`config.mk`:
```
export PLATFORM = sky130hd
export DESIGN_NAME = ahb_apb_bridge_v2
export DESIGN_NICKNAME = d
export VERILOG_FILES = /design/src/rtl/ahb_apb_pkg.sv /design/src/rtl/apb_addr_decode.sv /design/src/rtl/ahb_apb_bridge_v2.sv
export SDC_FILE = /design/constraint.sdc
export NUM_CORES = 1
export LEC_CHECK = 0
export ABC_AREA = 1
export BUFFER_PORTS_ARGS = -buffer_cell sky130_fd_sc_hd__buf_2
export CELL_PAD_IN_SITES_DETAIL_PLACEMENT = 2
export CELL_PAD_IN_SITES_GLOBAL_PLACEMENT = 2
export CORE_ASPECT_RATIO = 1.1
export CORE_MARGIN = 8
export CORE_UTILIZATION = 22
export CTS_CLUSTER_DIAMETER = 150
export DETAILED_ROUTE_END_ITERATION = 10
export GPL_TIMING_DRIVEN = 1
export PLACE_DENSITY = 0.84
export SLEW_MARGIN = 20
export SYNTH_ARGS = -nofsm -noshare
export SYNTH_HDL_FRONTEND = slang
export SYNTH_SLANG_ARGS = --single-unit
```
`constraint.sdc`:
```
create_clock -name hclk -period 2.03 [get_ports hclk]
set_input_delay 0.1015 -clock hclk [delete_from_list [all_inputs] [get_ports hclk]]
set_output_delay 0.1015 -clock hclk [all_outputs]
set_load 0.02 [all_outputs]
```
`src/rtl/ahb_apb_pkg.sv`:
```
// Shared types and bus encodings for the AHB-to-APB bridge.
// Latency: none (types, constants and a pure function only).
// Backpressure: n/a.
package ahb_apb_pkg;

    typedef enum logic [2:0] {
        ST_IDLE   = 3'd0,
        ST_SETUP  = 3'd1,
        ST_ACCESS = 3'd2,
        ST_ERR1   = 3'd3,
        ST_ERR2   = 3'd4
    } state_e;

    localparam logic [1:0] HTRANS_IDLE   = 2'b00;
    localparam logic [1:0] HTRANS_BUSY   = 2'b01;
    localparam logic [1:0] HTRANS_NONSEQ = 2'b10;
    localparam logic [1:0] HTRANS_SEQ    = 2'b11;

    localparam logic HRESP_OKAY  = 1'b0;
    localparam logic HRESP_ERROR = 1'b1;

    // Wide enough for the largest allowed timeout (65535).
    localparam int WAIT_CNT_W = 16;

    // True for transfer types that carry a real access (NONSEQ/SEQ).
    function automatic logic is_active_trans(input logic [1:0] trans);
        logic act;
        case (trans)
            HTRANS_NONSEQ, HTRANS_SEQ: act = 1'b1;
            HTRANS_IDLE, HTRANS_BUSY:  act = 1'b0;
            default:                   act = 1'b0;
        endcase
        return act;
    endfunction

endpackage

```
`src/rtl/apb_addr_decode.sv`:
```
// Maps an AHB address onto one of NUM_SLV equally sized APB slave regions.
// Latency: purely combinational.
// Backpressure: none; a decode miss is reported through hit=0.
module apb_addr_decode #(
    parameter int                ADDR_W    = 32,
    parameter int                NUM_SLV   = 3,
    parameter logic [ADDR_W-1:0] BASE_ADDR = 32'h8000_0000,
    parameter int                REGION_W  = 26,
    localparam int               IDX_W     = (NUM_SLV > 1) ? $clog2(NUM_SLV) : 1
) (
    input  logic [ADDR_W-1:0] haddr,
    output logic              hit,
    output logic [IDX_W-1:0]  index
);

    localparam int               RGN_W    = ADDR_W - REGION_W;
    localparam logic [RGN_W-1:0] BASE_RGN = BASE_ADDR[ADDR_W-1:REGION_W];

    logic [RGN_W-1:0] rgn;
    logic             unused_offset;

    assign rgn           = haddr[ADDR_W-1:REGION_W];
    // Offset bits inside a region do not take part in slave selection.
    assign unused_offset = ^haddr[REGION_W-1:0];

    // Region number relative to the window base selects the slave.
    always_comb begin
        hit   = 1'b0;
        index = '0;
        for (int i = 0; i < NUM_SLV; i++) begin
            if (rgn == BASE_RGN + RGN_W'(i)) begin
                hit   = 1'b1;
                index = IDX_W'(i);
            end
        end
    end

endmodule

```
`src/rtl/ahb_apb_bridge_v2.sv`:
```
// AHB-Lite slave to multi-slave APB master bridge with decode-miss and timeout errors.
// Latency: 2 cycles minimum (SETUP + one ACCESS); back-to-back transfers at 2 cycles each.
// Backpressure: hr_readyout held low in SETUP/ERR1 and in ACCESS until the selected pready.
module ahb_apb_bridge_v2
    import ahb_apb_pkg::*;
#(
    parameter int                ADDR_W    = 32,
    parameter int                DATA_W    = 32,
    parameter int                NUM_SLV   = 3,
    parameter logic [ADDR_W-1:0] BASE_ADDR = 32'h8000_0000,
    parameter int                REGION_W  = 26,
    parameter int                TIMEOUT   = 255
) (
    input  logic                      hclk,
    input  logic                      hresetn,
    input  logic                      hwrite,
    input  logic                      hready_in,
    input  logic [1:0]                htrans,
    input  logic [ADDR_W-1:0]         haddr,
    input  logic [DATA_W-1:0]         hwdata,
    output logic                      hr_readyout,
    output logic                      hresp,
    output logic [DATA_W-1:0]         hrdata,
    output logic [NUM_SLV-1:0]        psel,
    output logic                      penable,
    output logic                      pwrite,
    output logic [ADDR_W-1:0]         paddr,
    output logic [DATA_W-1:0]         pwdata,
    input  logic [NUM_SLV*DATA_W-1:0] prdata,
    input  logic [NUM_SLV-1:0]        pready,
    input  logic [NUM_SLV-1:0]        pslverr
);

    localparam int IDX_W = (NUM_SLV > 1) ? $clog2(NUM_SLV) : 1;

    state_e                  state_q, state_d;
    logic [ADDR_W-1:0]       addr_q;
    logic                    write_q;
    logic [IDX_W-1:0]        sel_q;
    logic [DATA_W-1:0]       wdata_q;
    logic [WAIT_CNT_W-1:0]   wait_cnt_q, wait_cnt_d;

    logic                    dec_hit;
    logic [IDX_W-1:0]        dec_idx;
    logic                    accept;
    logic                    timeout_hit;
    logic                    pready_sel;
    logic                    pslverr_sel;
    logic [DATA_W-1:0]       prdata_sel;
    logic [NUM_SLV-1:0]      sel_onehot;

    apb_addr_decode #(
        .ADDR_W    (ADDR_W),
        .NUM_SLV   (NUM_SLV),
        .BASE_ADDR (BASE_ADDR),
        .REGION_W  (REGION_W)
    ) u_addr_decode (
        .haddr (haddr),
        .hit   (dec_hit),
        .index (dec_idx)
    );

    // Pick the response lines of the slave latched for the current transfer.
    always_comb begin
        pready_sel  = 1'b0;
        pslverr_sel = 1'b0;
        prdata_sel  = '0;
        sel_onehot  = '0;
        for (int i = 0; i < NUM_SLV; i++) begin
            if (sel_q == IDX_W'(i)) begin
                pready_sel    = pready[i];
                pslverr_sel   = pslverr[i];
                prdata_sel    = prdata[i*DATA_W +: DATA_W];
                sel_onehot[i] = 1'b1;
            end
        end
    end

    // hr_readyout gates acceptance, so a new address phase can overlap a completing ACCESS.
    assign accept      = hready_in & is_active_trans(htrans) & hr_readyout;
    // Fires in the TIMEOUT-th consecutive ACCESS cycle without pready.
    assign timeout_hit = (state_q == ST_ACCESS) & ~pready_sel &
                         (wait_cnt_q == WAIT_CNT_W'(TIMEOUT - 1));
    // Counter is zero outside ACCESS, so it is already clear on entry.
    assign wait_cnt_d  = ((state_q == ST_ACCESS) && !pready_sel) ? wait_cnt_q + 1'b1 : '0;

    // State register.
    always_ff @(posedge hclk or negedge hresetn) begin
        if (!hresetn) begin
            state_q <= ST_IDLE;
        end else begin
            state_q <= state_d;
        end
    end

    // Next-state logic.
    always_comb begin
        state_d = state_q;
        case (state_q)
            ST_IDLE, ST_ERR2: begin
                if (accept) state_d = dec_hit ? ST_SETUP : ST_ERR1;
                else        state_d = ST_IDLE;
            end
            ST_SETUP: state_d = ST_ACCESS;
            ST_ACCESS: begin
                if (timeout_hit || (pready_sel && pslverr_sel)) begin
                    state_d = ST_ERR1;
                end else if (pready_sel) begin
                    if (accept) state_d = dec_hit ? ST_SETUP : ST_ERR1;
                    else        state_d = ST_IDLE;
                end
            end
            ST_ERR1: state_d = ST_ERR2;
            default: state_d = ST_IDLE;
        endcase
    end

    // Transfer attributes captured at acceptance; write data captured leaving SETUP.
    always_ff @(posedge hclk or negedge hresetn) begin
        if (!hresetn) begin
            addr_q     <= '0;
            write_q    <= 1'b0;
            sel_q      <= '0;
            wdata_q    <= '0;
            wait_cnt_q <= '0;
        end else begin
            if (accept) begin
                addr_q  <= haddr;
                write_q <= hwrite;
                sel_q   <= dec_idx;
            end
            if (state_q == ST_SETUP) begin
                wdata_q <= hwdata;
            end
            wait_cnt_q <= wait_cnt_d;
        end
    end

    // Bus outputs decoded from the current state.
    always_comb begin
        psel        = '0;
        penable     = 1'b0;
        hr_readyout = 1'b1;
        hresp       = HRESP_OKAY;
        hrdata      = '0;
        paddr       = addr_q;
        pwrite      = write_q;
        pwdata      = wdata_q;
        case (state_q)
            ST_SETUP: begin
                psel        = sel_onehot;
                hr_readyout = 1'b0;
                // AHB write data arrives in the data phase, which coincides with SETUP.
                pwdata      = hwdata;
            end
            ST_ACCESS: begin
                psel        = sel_onehot;
                penable     = 1'b1;
                hr_readyout = pready_sel & ~pslverr_sel & ~timeout_hit;
                hrdata      = pready_sel ? prdata_sel : '0;
            end
            ST_ERR1: begin
                hr_readyout = 1'b0;
                hresp       = HRESP_ERROR;
            end
            ST_ERR2: begin
                hresp       = HRESP_ERROR;
            end
            default: ;
        endcase
    end

endmodule

```
==> impl_metrics.toml <==
[power_and_ir_drop]
peakVddDrop_uv = 965.7
leakage_power_nw = 3.602
power_density_nw_per_um2 = 1349

[drt]
routed_len_inst_um = 20.00
route.final.wire_length_um = 21940
vias_per_cell = 4.576
first_pass_iters = 4
drt_drc_violations_left = 0
drt_first_iter_violations = 120
ant_nets = 0
vias_after_detailed_routing = 5020

[clock_network]
clock_tree.htree_level_count = 3
clockBufferDepth = 2
tritoncts.num_buffers = 9
cts_root_buf = "sky130_fd_sc_hd__clkbuf_16"
clkTransAtPathRegs_ns = 0.07
cts_tree = "done"
worst_skew_pair.late_latency_ns = 0.34
cts_sinks = 86

[global_route]
overflow = 0
grt_util_all_layers_pct = 17.10
grt_pass1_wl_um = 32570
via_count_of_the_first_global_routing_pass = 5867
grt_antenna_before_repair = 1
largest_net_degree_at_the_start_of_global_routing = 54

[cells_and_area]
footprint_of_the_multi_input_gates_um2 = 1994
syn2layout_area_growth_pct = 63.93
layout_common_cells = "sky130_fd_sc_hd__buf_2, sky130_fd_sc_hd__nand2_1, sky130_fd_sc_hd__dfrtp_1"
final_common_cell = "sky130_fd_sc_hd__buf_2"
drive_above_1_share_pct = 42.92
finalNonFillerCells = 1097
fillerInstances = 2166
finalNetCount = 1017
ff_latch_area_um2 = 2155
utilization_pct = 36.77

[floorplanning]
i_o_pin_count = 275
num_rows = 53
die_area_um2 = 24200
dieHeight_um = 162.4
core_um2 = 19100
floorplan.initialDensity_pct = 22.43
die-width_um = 149.1

[synthesis]
synthesis.area_per_instance_um2 = 8.191
synth_enable_flop_cells = 0
ys.flop_type = "sky130_fd_sc_hd__dfrtp_1"
post_synth_net_total = 697
synth_top_area_cell = "sky130_fd_sc_hd__dfrtp_1"
synthArstFlopShare_pct = 100.0
syn-instance-count = 523
synth.lib_cells_used.distinct = 30
synth.top_cells.by_area = "sky130_fd_sc_hd__dfrtp_1, sky130_fd_sc_hd__nand2_1, sky130_fd_sc_hd__mux2_2, sky130_fd_sc_hd__a31oi_1, sky130_fd_sc_hd__nor2_1"
synthesis.area_um2 = 4284
synth_seq_cells = 86
ys_seq_area_share_pct = 50.23
synthDominantCellAreaShare_pct = 50.23
ys_warn_count = 0

[timing]
final_min_period_over_clock_period_pct = 98.48
timing.final.ws_setup_ns = 0.03090
timing.max_slew.rel_slack_pct = 50.34
hold_viol_final = 0
max_freq_mhz = 500.2
period_needed_ns = 1.999
worst-slew-pin-transition_ns = 0.7449
final-setup-viol-count = 0
finClkSkew_ns = 0.009967
grt_setup_unrepaired = "true"
setup-tns-final_ns = 0
report.final.slew_viol_count = 0

[hold_path]
worst_hold_endpoint = "wdata_q[5]"
hold_depth = 2
worst_hold_path_type = "input port to register"
timing.hold.worst.start = "hwdata[5]"

[placed_design]
routabilityCongestion = 0.8401
place_ws_ns = 0.1020
dp.final_hpwl_um = 14920
dp.cells = 1032
io_buffers = 273

[critical_path]
crit_required_ns = 1.93
regToRegStartpoint = "sel_q[0]"
worstSetupEndpointType = "output pin"
path_max_fanout = 8
crit_path_start_kind = "register"
timing.critical_path.arrival_ns = 1.90
reg2reg_setup_slack_ns = 0.13
worst-r2r-cell-count = 11
critPathKind = "register to output pin"
worstReg2RegEnd = "state_q[1]"

[flow_run]
max-cap-violations = 0

[status]
run_status = "finished, final reports clean"
## area by class of cell
type | instances | area share (%)
inverter | 32 | 1.746
sequential | 86 | 30.68
antenna | 2 | 0.07126
tap | 247 | 4.400
timing repair buffer | 333 | 29.88
clock inverter | 5 | 1.514
multi-input combinational | 381 | 28.40
clock buffer | 11 | 3.314
## stage by stage
step	instance area, µm²	total power, W	hold slack, ns
2_1_floorplan	4284	0.005339	-0.1941
3_3_place_gp	6010	0.006973	0.2122
3_5_place_dp	6010	0.007127	0.2179
4_1_cts	6789	0.009185	0.0008572
5_1_grt	7020	0.01002	0.01395
6_report	7023	0.009473	0.01554
## cell families after synthesis
family / count (synthesis) / synth area share (%)
xor gates and xnor gates: 3 / 0.6134
adders and majority gates: 2 / 0.5840
DFF: 86 / 50.23
and+or+nand+nor: 290 / 26.75
buffers and inverters: 56 / 5.841
muxes: 32 / 8.411
AOI/OAI and AO/OA: 54 / 7.564
## repair_timing
action / 4_1_cts / 5_1_grt
gates cloned: 0 / 2
pin swaps: 0 / 0
buffers inserted: 0 / 4
endpoints found under the setup margin: 32 / 82
hold endpoints to repair: 92 / 0
hold buffers: 41 / 0
gates resized for setup: 8 / 45
## critical path, stage by stage (launching register included)
cell and delay, ns:
sky130_fd_sc_hd__dfrtp_1 0.39, sky130_fd_sc_hd__inv_1 0.13, sky130_fd_sc_hd__nor3_4 0.22, sky130_fd_sc_hd__buf_4 0.19, sky130_fd_sc_hd__nand2_4 0.08, sky130_fd_sc_hd__clkbuf_16 0.18, sky130_fd_sc_hd__a31oi_1 0.18, sky130_fd_sc_hd__buf_4 0.18
## layer usage
| layer | track usage, % | vias up | routed length (µm) |
|---|---|---|---|
| li1 | - | 2320 | - |
| met1 | 17.49 | 2452 | 8183 |
| met2 | 31.47 | 229 | 11290 |
| met3 | 7.337 | 19 | 2174 |
| met4 | 3.904 | 0 | 297 |
| met5 | 0 | - | 0 |
## power by group
group	switching, W	internal (W)	total, W
clock	0.000740	0.00121	0.00195
combinational	0.00303	0.00177	0.00480
sequential	0.000338	0.00239	0.00272
## synthesized netlist by cell type, types with 5 or more instances
library cell	number
sky130_fd_sc_hd__a21oi_1	8
sky130_fd_sc_hd__a31oi_1	32
sky130_fd_sc_hd__buf_2	5
sky130_fd_sc_hd__clkbuf_1	10
sky130_fd_sc_hd__dfrtp_1	86
sky130_fd_sc_hd__inv_1	29
sky130_fd_sc_hd__mux2_2	32
sky130_fd_sc_hd__nand2_1	226
sky130_fd_sc_hd__nand3_1	14
sky130_fd_sc_hd__nor2_1	33
sky130_fd_sc_hd__nor3_1	7
sky130_fd_sc_hd__o21ai_0	8
## flip-flops by register name, indices dropped and copies added (netlist names)
| register | count |
|---|---|
| state_q | 3 |
| wait_cnt_q | 16 |
| paddr | 32 |
| wdata_q | 32 |
| pwrite | 1 |
| sel_q | 2 |
## worst max path at each step
stage	end	from	cells after the start
detailed placement	state_q[1]	sel_q[1]	11
global route	hrdata[22]	sel_q[1]	9
floorplan	hrdata[10]	state_q[2]	4
global placement	state_q[1]	sel_q[0]	11
CTS	hrdata[28]	sel_q[1]	9
finish	hrdata[22]	state_q[1]	7
Note: power is estimated with default switching activity, not from simulation.
